$ cat config.mk
export PLATFORM = sky130hd
export DESIGN_NAME = aer_rx_buffer_flat
export DESIGN_NICKNAME = d
export VERILOG_FILES = /design/src/rtl/snn_pkg.sv /design/src/rtl/aer_rx_buffer_if.sv /design/src/rtl/sync_fifo.sv /design/src/rtl/aer_rx_buffer.sv /design/src/flat_wrapper.sv
export SDC_FILE = /design/constraint.sdc
export NUM_CORES = 1
export LEC_CHECK = 0
export ABC_CLOCK_PERIOD_IN_PS = 3400
export BUFFER_PORTS_ARGS = -buffer_cell sky130_fd_sc_hd__buf_2
export CORE_ASPECT_RATIO = 1.1
export CORE_MARGIN = 2
export CORE_UTILIZATION = 30
export DETAILED_ROUTE_END_ITERATION = 8
export PLACE_DENSITY = 0.52
export RECOVER_POWER = 25
export SLEW_MARGIN = 20
export SYNTH_ARGS = -nofsm -noshare
export SYNTH_HDL_FRONTEND = slang
export SYNTH_SLANG_ARGS = --single-unit
$ cat constraint.sdc
create_clock -name CLK -period 3.4 [get_ports CLK]
set_input_delay 0.17 -clock CLK [delete_from_list [all_inputs] [get_ports CLK]]
set_output_delay 0.17 -clock CLK [all_outputs]
set_load 0.02 [all_outputs]
$ cat src/rtl/snn_pkg.sv
// Shared SNN front-end types: AER address width and receiver FSM states.
// No ports; imported by the AER receive path and its interface.
package snn_pkg;

    localparam int IMAGE_SIZE      = 256;
    localparam int IMAGE_SIZE_BITS = $clog2(IMAGE_SIZE);
    localparam int AER_ADDR_W      = IMAGE_SIZE_BITS + 2;

    typedef enum logic {
        IDLE        = 1'b0,
        WAIT_REQ_LO = 1'b1
    } rx_state_t;

endpackage

$ cat src/rtl/aer_rx_buffer_if.sv
// AER link plus event stream bundle for the AER receive buffer.
// Ports: AERIN_ADDR/REQ/ACK (4-phase link), EVT_ADDR/VALID/READY (stream).
interface aer_rx_buffer_if #(
    parameter int ADDR_W = snn_pkg::AER_ADDR_W
);

    logic [ADDR_W-1:0] AERIN_ADDR;
    logic              AERIN_REQ;
    logic              AERIN_ACK;
    logic [ADDR_W-1:0] EVT_ADDR;
    logic              EVT_VALID;
    logic              EVT_READY;

    // slave: the receive buffer itself
    modport slave (
        input  AERIN_ADDR,
        input  AERIN_REQ,
        input  EVT_READY,
        output AERIN_ACK,
        output EVT_ADDR,
        output EVT_VALID
    );

    // master: transmitter and core side
    modport master (
        output AERIN_ADDR,
        output AERIN_REQ,
        output EVT_READY,
        input  AERIN_ACK,
        input  EVT_ADDR,
        input  EVT_VALID
    );

endinterface

$ cat src/rtl/sync_fifo.sv
// Level-counted synchronous FIFO, first-word-fall-through head.
// Ports: clk, rst_n, push, pop, din, dout, level, full, empty.
module sync_fifo #(
    parameter int WIDTH = 8,
    parameter int DEPTH = 8
) (
    input  logic                     clk,
    input  logic                     rst_n,
    input  logic                     push,
    input  logic                     pop,
    input  logic [WIDTH-1:0]         din,
    output logic [WIDTH-1:0]         dout,
    output logic [$clog2(DEPTH):0]   level,
    output logic                     full,
    output logic                     empty
);

    localparam int PTR_W = $clog2(DEPTH);
    localparam logic [PTR_W:0] LVL_FULL = (PTR_W+1)'(DEPTH);

    logic [WIDTH-1:0] mem [DEPTH];
    logic [PTR_W-1:0] wr_ptr;
    logic [PTR_W-1:0] rd_ptr;
    logic             do_push;
    logic             do_pop;

    // full/empty come from the registered level only
    assign full    = (level == LVL_FULL);
    assign empty   = (level == '0);
    assign do_push = push && !full;
    assign do_pop  = pop && !empty;

    // head reads as zero while empty so reset shows a clean bus
    assign dout = empty ? '0 : mem[rd_ptr];

    always_ff @(posedge clk) begin
        if (do_push)
            mem[wr_ptr] <= din;
    end

    always_ff @(posedge clk or negedge rst_n) begin
        if (!rst_n) begin
            wr_ptr <= '0;
            rd_ptr <= '0;
            level  <= '0;
        end else begin
            if (do_push)
                wr_ptr <= wr_ptr + 1'b1;
            if (do_pop)
                rd_ptr <= rd_ptr + 1'b1;
            unique case ({do_push, do_pop})
                2'b10:   level <= level + 1'b1;
                2'b01:   level <= level - 1'b1;
                default: level <= level;
            endcase
        end
    end

endmodule

$ cat src/rtl/aer_rx_buffer.sv
// AER 4-phase receiver: syncs REQ, ACKs into a FIFO, counts events.
// Ports: CLK, RST_N, bus (AER link + event stream), CLEAR, EVT_COUNT, FIFO_LEVEL.
module aer_rx_buffer
    import snn_pkg::*;
#(
    parameter int IMAGE_SIZE      = 256,
    parameter int IMAGE_SIZE_BITS = $clog2(IMAGE_SIZE),
    parameter int FIFO_DEPTH      = 8,
    parameter int SYNC_STAGES     = 2,
    parameter int CNT_BITS        = 16
) (
    input  logic                        CLK,
    input  logic                        RST_N,
    aer_rx_buffer_if.slave              bus,
    input  logic                        CLEAR,
    output logic [CNT_BITS-1:0]         EVT_COUNT,
    output logic [$clog2(FIFO_DEPTH):0] FIFO_LEVEL
);

    localparam int ADDR_W = IMAGE_SIZE_BITS + 2;

    logic [SYNC_STAGES-1:0] req_sync;
    logic                   req_s;
    rx_state_t              state;
    rx_state_t              next_state;
    logic                   ack_q;
    logic                   push;
    logic                   fifo_full;
    logic                   fifo_empty;

    // REQ synchronizer; ADDR is only sampled once req_s is high
    always_ff @(posedge CLK or negedge RST_N) begin
        if (!RST_N)
            req_sync <= '0;
        else
            req_sync <= {req_sync[SYNC_STAGES-2:0], bus.AERIN_REQ};
    end

    assign req_s = req_sync[SYNC_STAGES-1];

    // state register, ACK registered alongside it
    always_ff @(posedge CLK or negedge RST_N) begin
        if (!RST_N) begin
            state <= IDLE;
            ack_q <= 1'b0;
        end else begin
            state <= next_state;
            ack_q <= (next_state == WAIT_REQ_LO);
        end
    end

    // next-state: a full FIFO holds the handshake in IDLE
    always_comb begin
        next_state = state;
        unique case (state)
            IDLE:
                if (req_s && !fifo_full)
                    next_state = WAIT_REQ_LO;
            WAIT_REQ_LO:
                if (!req_s)
                    next_state = IDLE;
            default:
                next_state = IDLE;
        endcase
    end

    // outputs: one push per handshake, on the IDLE exit
    always_comb begin
        push = 1'b0;
        unique case (1'b1)
            (state == IDLE):
                push = req_s && !fifo_full;
            default:
                push = 1'b0;
        endcase
    end

    assign bus.AERIN_ACK = ack_q;

    // CLEAR wins over a same-cycle push; count saturates
    always_ff @(posedge CLK or negedge RST_N) begin
        if (!RST_N)
            EVT_COUNT <= '0;
        else if (CLEAR)
            EVT_COUNT <= '0;
        else if (push && (EVT_COUNT != '1))
            EVT_COUNT <= EVT_COUNT + 1'b1;
    end

    sync_fifo #(
        .WIDTH (ADDR_W),
        .DEPTH (FIFO_DEPTH)
    ) u_fifo (
        .clk   (CLK),
        .rst_n (RST_N),
        .push  (push),
        .pop   (bus.EVT_READY),
        .din   (bus.AERIN_ADDR),
        .dout  (bus.EVT_ADDR),
        .level (FIFO_LEVEL),
        .full  (fifo_full),
        .empty (fifo_empty)
    );

    assign bus.EVT_VALID = !fifo_empty;

endmodule

$ cat src/flat_wrapper.sv
// flat-port wrapper written by rule: the top's interface ports become plain ports
module aer_rx_buffer_flat import snn_pkg::*;
#(
    parameter int IMAGE_SIZE      = 256,
    parameter int IMAGE_SIZE_BITS = $clog2(IMAGE_SIZE),
    parameter int FIFO_DEPTH      = 8,
    parameter int SYNC_STAGES     = 2,
    parameter int CNT_BITS        = 16
)
  (CLK, RST_N, CLEAR, EVT_COUNT, FIFO_LEVEL, bus_AERIN_ADDR, bus_AERIN_REQ, bus_EVT_READY, bus_AERIN_ACK, bus_EVT_ADDR, bus_EVT_VALID);
  aer_rx_buffer_if bus_i ();
  input  logic CLK;
  input  logic RST_N;
  input  logic CLEAR;
  output logic [CNT_BITS-1:0] EVT_COUNT;
  output logic [$clog2(FIFO_DEPTH):0] FIFO_LEVEL;
  input wire logic [$bits(bus_i.AERIN_ADDR)-1:0] bus_AERIN_ADDR;
  input wire logic [$bits(bus_i.AERIN_REQ)-1:0] bus_AERIN_REQ;
  input wire logic [$bits(bus_i.EVT_READY)-1:0] bus_EVT_READY;
  output wire logic [$bits(bus_i.AERIN_ACK)-1:0] bus_AERIN_ACK;
  output wire logic [$bits(bus_i.EVT_ADDR)-1:0] bus_EVT_ADDR;
  output wire logic [$bits(bus_i.EVT_VALID)-1:0] bus_EVT_VALID;
  assign bus_i.AERIN_ADDR = bus_AERIN_ADDR;
  assign bus_i.AERIN_REQ = bus_AERIN_REQ;
  assign bus_i.EVT_READY = bus_EVT_READY;
  assign bus_AERIN_ACK = bus_i.AERIN_ACK;
  assign bus_EVT_ADDR = bus_i.EVT_ADDR;
  assign bus_EVT_VALID = bus_i.EVT_VALID;
  aer_rx_buffer #(.IMAGE_SIZE(IMAGE_SIZE), .IMAGE_SIZE_BITS(IMAGE_SIZE_BITS), .FIFO_DEPTH(FIFO_DEPTH), .SYNC_STAGES(SYNC_STAGES), .CNT_BITS(CNT_BITS)) u_core (.CLK(CLK), .RST_N(RST_N), .bus(bus_i), .CLEAR(CLEAR), .EVT_COUNT(EVT_COUNT), .FIFO_LEVEL(FIFO_LEVEL));
endmodule
; Yosys cells after proc, flatten, opt, wreduce, memory -nomap -nowiden
; Memories as Yosys holds them, arrays and structs flattened.
; Cells that the tools add are included.
[totals]
reg_bits = 29
n_memories = 1
wordCells = 36
output_inout_bits = 32
input_bits = 15
mem_bits_rw = 80
[classes]
addsub = 5
bitwise = 1
reduce_logical = 9
muxes = 10
n_eq_ne = 4
[mem_list]
columns = memory, depth, word_bits, rd, rd_ports_with_merged_regs, write_ports, line_no
row1 = u_core.u_fifo.mem, 8, 10, 1, 0, 1, sync_fifo.sv:21  ; logic [WIDTH-1:0] mem [DEPTH];
[op_table]
columns = op, n
row1 = 2-to-1 mux 16 bit, 2
row2 = "adder 16 x 1 -> 16 bit, second input constant", 1
row3 = "inequality test 16 bit, second input constant", 1
row4 = 2-to-1 mux 10 bit, 1
row5 = one-hot mux 4 bit (2 select lines), 1
row6 = "adder 3 x 1 -> 3 bit, second input constant", 2
row7 = 2-to-1 mux 1 bit, 5
row8 = "adder 4 x 1 -> 4 bit, second input constant", 1
row9 = "== test 4 bit, second input constant", 1
row10 = logical AND 1 bit, 4
row11 = zero test 4 bit, 1
row12 = nonzero test 2 bit, 2
row13 = "subtractor 4 x 1 -> 4 bit, second input constant", 1
row14 = "== test 2 x 1 -> 1 bit, second input constant", 1
row15 = "== test 2 bit, second input constant", 1
row16 = zero test 1 bit, 2
row17 = one-hot mux 1 bit (2 select lines), 1
row18 = inverter 1 bit, 1

; Longest topological paths before layout
; Gate-level depths: netlist (run 1).
[depth]
word_depth = 7
depth_mapped = 13
ltp_nobuf = 10

; Cells and area by module
; A second synthesis (run 1) with hierarchy kept.
[hier_totals]
hier_cells = 289
hier_area_um2 = 4634.4
[by_module_without_submodules]
columns = module, area_per_inst_um2, instances, seq_area_each_um2, cells_per_inst
row1 = sync_fifo, 3647.2, 1, 2652.5, 187
row2 = aer_rx_buffer, 987.2, 1, 475.5, 102

; Worst setup path before layout (run 1)
; Ideal clock, no wire load.
[synth_path]
path_type = register to register
from = register u_core.u_fifo.level[1]
to = memory u_core.u_fifo.mem[2][0] in the netlist's numbering, enable pin
t_required_ns = 2.993
stages_incl_launch_ff = 8
setup_slack_ns = 0.563
period_less_slack_ns = 2.837
setup_time_ns = 0.407
arrival_time_ns = 2.430
path_buffers = 3
cell_sequence = dfrtp_1 > buf_2 > nor4b_4 > nor2_4 > inv_2 > buf_6 > buf_4 > nor4b_1
[synth_between]
elab_chain_len = 7
[synth_rtl]
columns = item, line_no
row1 = "start, declared", sync_fifo.sv:13  ; output logic [$clog2(DEPTH):0] level,
row2 = "start signal, assigned", sync_fifo.sv:52  ; 2'b10: level <= level + 1'b1;
row3 = "start signal, assigned", sync_fifo.sv:53  ; 2'b01: level <= level - 1'b1;
row4 = "start signal, assigned", sync_fifo.sv:54  ; default: level <= level;
row5 = == test 4 bit *, sync_fifo.sv:28  ; assign full = (level == LVL_FULL);
row6 = zero test 1 bit *, "sync_fifo.sv:30, aer_rx_buffer.sv:72"
row7 = logical AND 1 bit, aer_rx_buffer.sv:72  ; push = req_s && !fifo_full;
row8 = 2-to-1 mux 1 bit, aer_rx_buffer.sv:70  ; unique case (1'b1)
row9 = logical AND 1 bit *, sync_fifo.sv:30  ; assign do_push = push && !full;
row10 = 2-to-1 mux 1 bit *, sync_fifo.sv:37  ; if (do_push)
row11 = 2-to-1 mux 1 bit (implied by the code) *, sync_fifo.sv:38  ; mem[wr_ptr] <= din;
row12 = "end, declared", sync_fifo.sv:21
; Mark *: on every way between the ends. The rest lies on a longest branch, timed or not.

; Worst setup path in the final report (run 1)
[layout_path]
from = register u_core.u_fifo.level[1]
to = register u_core.u_fifo.level[2]
[layout_between]
elab_chain_len = 7
[layout_rtl]
columns = item, line_no
row1 = == test 4 bit, sync_fifo.sv:28
row2 = zero test 1 bit, "sync_fifo.sv:30, aer_rx_buffer.sv:72"
row3 = logical AND 1 bit, aer_rx_buffer.sv:72
row4 = 2-to-1 mux 1 bit, aer_rx_buffer.sv:70
row5 = logical AND 1 bit, sync_fifo.sv:30
row6 = == test 2 x 1 -> 1 bit / == test 2 bit (equally long branches), sync_fifo.sv:51  ; unique case ({do_push, do_pop})
row7 = one-hot mux 4 bit (2 select lines) / nonzero test 2 bit (equally long branches), -
; Several ways; a longest one is shown, not always the timed one.
; A chain may end at the register's enable or synchronous reset.

==> out/summary.txt, run 1 <==
Outcome: complete, no violations
CTS Root Cell: clkbuf_16
Distinct cells, synth: 55
Largest net degree at the start of global routing: 30
Final setup fails: 0
Post-synthesis instance total: 290
Via/cell ratio: 4.89
Slew Limit Headroom: 30.2%
DR vias: 2689
Number of synthesized flops with an enable pin: 80
Hpwl dp: 5.90 mm
CTS clk-pin slew, worst paths: 0.08 ns
Total gr overflow: 0
Syn avg cell area: 16.3 µm²
Synth Net Count: 311
Crit path DAT: 2.89 ns
Ys flop type: edfxtp_1
Clock Skews: 0.00803 ns
CTS buffer count: 9
Top cell type's share of synthesized area: 50.9%
DRC viols: 0
Final wirelength: 9.56 mm
Antenna Diode Count: 0
CP Capture Type: flip-flop
CP max stage delay: 0.51 ns
Seq/Total Area, Yosys: 66.2%
Nets@finish: 366
Reg area: 3130 µm²
Asr flop ratio synth: 26.6%
Antenna violations before repair: 0
H-Tree Depth: 3
Tot Pwr: 4.07 mW
Syn Std Cell Area: 4720 µm²
Fillers: 1483
Fmax: 0.377 GHz
Port Buffers: 46
Post-Place Cells: 532
Unrepaired setup endpoints after global routing: no
Final Hold Fails: 0
WS Path Type: reg -> reg
Overall Global Routing Usage: 12.3%
Clock buffer depth: 2
I/O pins: 47
First-pass GRT wire length: 15.1 mm
Synth area leader: edfxtp_1
Worst vdd ir: 0.264 mV
CP max stage cell: dfrtp_1
Fin crit share: 78.0%
Sum Neg Setup Slack: 0 ns
PostCTS Resize Cnt: 0
Pwr dens: 733 nW/µm²
DR iter-0 viols: 159
WP buf/inv: 1
Routability congestion estimate: 0.733
Worst path cell trace: nor4b_4 > nor2_4 > inv_2 > ha_1 > xor2_1 > ha_1 > a21oi_1 > xor2_1 > nor2_1 > xor2_1
Slew Viols, Final: 0
Most frequent CP cell: xor2_1
Kind of cell adding the most delay to the critical path: simple AND/OR/NAND/NOR gates
Lkg Pwr: 2.00 nW
Die ar.: 16800 µm²
Post-CTS Hold Buffers: 2
Vias in the first global route: 2639
Startpoint Class: flip-flop
Layout cells sized above 1: 29.1%
Area contributors post-synth: edfxtp_1 51%, dfrtp_1 15%, mux4_2 9.5%, mux2i_1 2.1%, ha_1 1.6%
Area of the multi-input gates: 1530 µm²
Min-delay worst type: in -> reg
Non-Filler Instances: 550
Later-pin clock latency in the skew report: 0.36 ns
Rows: 48
Area grow syn2layout: 17.7%
Crit path max fanout: 25
Clock Sinks: 109
Postcts setup bufs: 0
Core ar.: 15600 µm²
Yosys warnings: 0
Req. time, crit path: 3.64 ns
Fin crit period: 2.65 ns
Synthesized flop and latch total: 109
DRT Pass-1 Iters: 4
Number of max-cap violations: 0
CTS tree: yes
DR WL/cell: 17.4 µm
Worst slew pin tran: 1.05 ns
Starting density of the core: 30.4%
Routed Antenna Nets: 0
DIE WIDTH: 124 µm
Die Y-Extent: 136 µm
-- metrics by stage --
| stage | hold WS, ns | setup WS (ns) | utilization, % | instance area [µm²] |
|---|---|---|---|---|
| final | 0.105 | 0.750 | 35.7 | 5560 |
| after global routing | 0.124 | 0.581 | 35.7 | 5560 |
| after CTS | 0.0617 | 0.759 | 35.8 | 5570 |
| after detailed placement | 0.251 | 0.779 | 33.6 | 5230 |
| after global placement | 0.250 | 0.843 | 33.6 | 5230 |
| after floorplan | -0.126 | 0.563 | - | 4720 |
-- area by class of cell --
type	instances	area share [%]
Inverter	3	0.203
Clock buffer	9	4.05
Timing Repair Buffer	58	5.65
Sequential cell	109	56.3
Multi-Input combinational cell	164	27.6
Tap cell	200	4.50
Clock inverter	7	1.73
-- sequential cells by signal, summed over array words and instances (netlist names) --
signal and cells:
u_core.req_sync 2, u_core.u_fifo.rd_ptr 3, u_core.EVT_COUNT 16, u_core.state 1, u_core.u_fifo.wr_ptr 3, u_core.u_fifo.mem 80
u_core.u_fifo.level 4
-- logic make-up after synthesis --
kind of cell | share of synthesized area, %
flops | 66.2
simple gates | 11.8
mux | 13.3
compound gates | 3.58
buf+inv | 1.83
xor+xnor | 1.67
fa+ha+maj | 1.59
-- synthesized netlist by cell type (all sizes together), types with 5 or more instances --
cell and number:
o21ai 5, buf 7, ha 6, clkbuf 7, a21oi 10, dfrtp 29
nand4 6, nor3 5, mux4 20, mux2 7, nor2b 5, nand2 12
nor4 7, nor2 20, edfxtp 80, nand3 6, or4 5, xor2 5
mux2i 10
-- final timing paths --
kind                                   startpoint                 endpoint  cells past startpoint  slack [ns]
setup reg to reg           u_core.u_fifo.level[1]   u_core.u_fifo.level[2]                     10        0.75
setup / recovery           u_core.u_fifo.level[1]   u_core.u_fifo.level[2]                     10        0.75
min in group asynchronous                   RST_N      u_core.EVT_COUNT[4]                      2        0.38
hold reg to reg                u_core.req_sync[0]       u_core.req_sync[1]                      0        0.35
max in group asynchronous                   RST_N      u_core.EVT_COUNT[8]                      2        2.58
hold / removal                  bus_AERIN_ADDR[7]  u_core.u_fifo.mem[2][7]                      1        0.11
-- layer usage --
layer	GRT usage [%]	wire [µm]	vias up
met3	3.58	422	10
li1	-	-	1251
met2	19.1	4650	68
met4	4.17	137	0
met1	16.3	4360	1360
met5	0	0	-
-- cell usage in the layout (no fill, tap or decap), types with 10 or more instances in the layout --
| cell | netlist | layout |
|---|---|---|
| buf_4 | 1 | 10 |
| dfrtp_1 | 29 | 29 |
| nand2_1 | 12 | 12 |
| a21oi_1 | 10 | 10 |
| edfxtp_1 | 80 | 80 |
| mux4_2 | 20 | 20 |
| nor2_1 | 19 | 19 |
| mux2i_1 | 10 | 10 |
| buf_2 | 3 | 37 |
-- report_power, final --
group	switching [mW]	internal (mW)	total [mW]
clock network	0.525	0.596	1.12
logic	0.600	0.550	1.15
registers	0.229	1.57	1.80
Note: power is estimated with default switching activity, not from simulation.
==> run 2: changes to the inputs <==
--- a/config.mk
+++ b/config.mk
@@ -5,7 +5,7 @@
 export SDC_FILE = /design/constraint.sdc
 export NUM_CORES = 1
 export LEC_CHECK = 0
-export ABC_CLOCK_PERIOD_IN_PS = 3400
+export ABC_CLOCK_PERIOD_IN_PS = 2750
 export BUFFER_PORTS_ARGS = -buffer_cell sky130_fd_sc_hd__buf_2
 export CORE_ASPECT_RATIO = 1.1
 export CORE_MARGIN = 2
==> constraint.sdc (replaced) <==
create_clock -name CLK -period 2.75 [get_ports CLK]
set_input_delay 0.1375 -clock CLK [delete_from_list [all_inputs] [get_ports CLK]]
set_output_delay 0.1375 -clock CLK [all_outputs]
set_load 0.02 [all_outputs]
==> run 2 against run 1 <==
Die area unchanged. First-iteration DRC count grew 68%. Sequential cell count stayed put. Highest routed layer unchanged. Worst setup slack worse by 0.41 ns. Critical endpoint is now bus_EVT_ADDR[5]. Count of clock-buffer cells in the layout unchanged. Clock skew increased by 0.00091 ns. Critical path type is now reg -> out. Worst hold slack got worse by 0.036 ns.
==> out/summary.txt, run 2 (same netlist as run 1, synthesis figures left out) <==
Outcome: complete, no violations
Kind of cell adding the most delay to the critical path: flip-flops
Max reg flops: 80 (unchanged)
CTS Root Cell: clkbuf_16
Final setup fails: 0 (unchanged)
Clock Skews: 0.00894 ns (+0.000906 ns)
Antenna Diode Count: 0 (unchanged)
Routability congestion estimate: 0.757 (+3.3%)
FF-to-FF End: u_core.u_fifo.level[2]
Post-Place Cells: 534 (+0.38%)
Reg with most FFs: u_core.u_fifo.mem
Slew Limit Headroom: 26.3% (-3.9 points)
WS Path Type: reg -> out
Post-DP Area: 5240 µm² (+0.29%)
CTS buffer count: 9 (unchanged)
Starting density of the core: 30.4% (unchanged)
Crit path max fanout: 22 (-12%)
CP Capture Type: output port
Fin crit share: 87.7%
Pwr dens: 896 nW/µm² (+22%)
DP Worst Slack: 0.349 ns (-0.430 ns)
Hold path cells: 1 (unchanged)
Vias in the first global route: 2775 (+5.2%)
Worst vdd ir: 0.290 mV (+9.6%)
DRT Pass-1 Iters: 4 (unchanged)
DR WL/cell: 17.7 µm (+1.9%)
Rows: 48 (unchanged)
Sum Neg Setup Slack: 0 ns (unchanged)
Min-delay src: bus_AERIN_ADDR[5]
Area grow syn2layout: 17.5%
Layout cells sized above 1: 29.8% (+0.69 points)
Cell count of the worst reg-to-reg path: 10 (unchanged)
Min-delay worst type: in -> reg
Final Hold Fails: 0 (unchanged)
Unrepaired setup endpoints after global routing: no
CP max stage delay: 1.08 ns (+0.57 ns)
Post-layout worst setup margin: 0.338 ns (-0.412 ns)
Total gr overflow: 0 (unchanged)
Worst reg2reg setup slack: 0.35 ns (-0.40 ns)
Hold Crit Endpoint: u_core.u_fifo.mem[3][5]
Crit path DAT: 2.27 ns (-0.62 ns)
Die Y-Extent: 136 µm (unchanged)
Nets@finish: 368 (+0.55%)
Via/cell ratio: 5.01 (+2.5%)
H-Tree Depth: 3 (unchanged)
CP max stage cell: dfrtp_1
Worst R2R Start: u_core.u_fifo.level[1]
CTS tree: yes
Worst slew pin tran: 1.11 ns (+0.0591 ns)
Most common cell after layout, fill and taps aside: edfxtp_1
Clock Sinks: 109 (unchanged)
Most frequent cells in the layout: 80 x edfxtp_1, 38 x buf_2, 29 x dfrtp_1
Non-Filler Cell Area, Final: 5550 µm² (-0.14%)
Clock buffer depth: 2 (unchanged)
Number of max-cap violations: 0 (unchanged)
WP buf/inv: 1 (unchanged)
Routed Antenna Nets: 0 (unchanged)
Overall Global Routing Usage: 12.5% (+0.27 points)
DR vias: 2767 (+2.9%)
I/O pins: 47 (unchanged)
Lkg Pwr: 2.01 nW (+0.34%)
Hpwl dp: 6.10 mm (+3.4%)
Postcts setup bufs: 0 (unchanged)
First-pass GRT wire length: 15.4 mm (+2.1%)
Startpoint Class: flip-flop
CTS clk-pin slew, worst paths: 0.08 ns (about the same)
Port Buffers: 46 (unchanged)
Final wirelength: 9.78 mm (+2.2%)
DIE WIDTH: 124 µm (unchanged)
DR iter-0 viols: 267 (+68%)
Non-Filler Instances: 552 (+0.36%)
Later-pin clock latency in the skew report: 0.36 ns (about the same)
Antenna violations before repair: 0 (unchanged)
Core ar.: 15600 µm² (unchanged)
Worst path cell trace: mux4_2 > mux2i_1 > nor2_1 > buf_2
Slew Viols, Final: 0 (unchanged)
Top Registers: u_core.u_fifo.mem (80), u_core.EVT_COUNT (16), u_core.u_fifo.level (4)
DRC viols: 0 (unchanged)
Fmax: 0.415 GHz
Largest net degree at the start of global routing: 30 (unchanged)
Die ar.: 16800 µm² (unchanged)
Req. time, crit path: 2.61 ns (-1.03 ns)
Fin crit period: 2.41 ns
==> run 2: cell types whose count changed in the layout (fill, tap and decap cells not counted), sizes merged <==
cell,delta
buf,+3
bufinv,-1
clkbuf,-1
clkinv,+1
clkinvlp,-1
inv,+1
==> run 2: where the power goes <==
group          total, mW  switching, mW  internal (mW)
Sequential          2.23          0.288           1.95
Combinational       1.44          0.751          0.686
Clock               1.30          0.653          0.647
Total               4.97           1.69           3.28
==> run 2: timing repair <==
item | in CTS | in global routing
resized for setup | 0 | 0
endpoints found under the hold margin | 30 | 0
hold buffers | 2 | 0
==> run 2: worst max path at each step <==
stage	startpoint	endpoint	slack (ns)	cells past startpoint
CTS	u_core.u_fifo.rd_ptr[1]	bus_EVT_ADDR[5]	0.30	4
detailed placement	u_core.u_fifo.level[2]	u_core.u_fifo.level[2]	0.35	10
global placement	u_core.u_fifo.level[2]	u_core.u_fifo.level[2]	0.44	10
floorplan	u_core.u_fifo.level[1]	u_core.u_fifo.mem[0][0]	0.08	7
global route	u_core.u_fifo.level[1]	u_core.u_fifo.level[2]	0.17	10
finish	u_core.u_fifo.rd_ptr[1]	bus_EVT_ADDR[5]	0.34	4
==> run 2: metrics by stage <==
stage | hold slack (ns) | total power [mW] | util, %
6_report | 0.0696 | 4.97 | 35.7
3_5_place_dp | 0.227 | 3.75 | 33.7
4_1_cts | 0.0418 | 5.06 | 35.7
3_3_place_gp | 0.229 | 3.71 | 33.7
2_1_floorplan | -0.158 | 3.27 | -
5_1_grt | 0.0809 | 5.26 | 35.7
==> run 2: final cells by class <==
cell class | instances | area (µm²)
fill | 1502 | 10000
sequential | 109 | 3130
multi-input combinational | 164 | 1530
timing repair buffer | 60 | 330
tap | 200 | 250
clock buffer | 9 | 225
clock inverter | 7 | 72.6
inverter | 3 | 11.3
==> run 2: layer usage <==
| metal | global-route usage [%] | part of all wire (%) | up-vias |
|---|---|---|---|
| li1 | - | - | 1264 |
| met1 | 16.5 | 46 | 1432 |
| met5 | 0 | 0 | - |
| met4 | 6.06 | 2.4 | 0 |
| met2 | 19.7 | 48 | 53 |
| met3 | 2.65 | 2.9 | 18 |
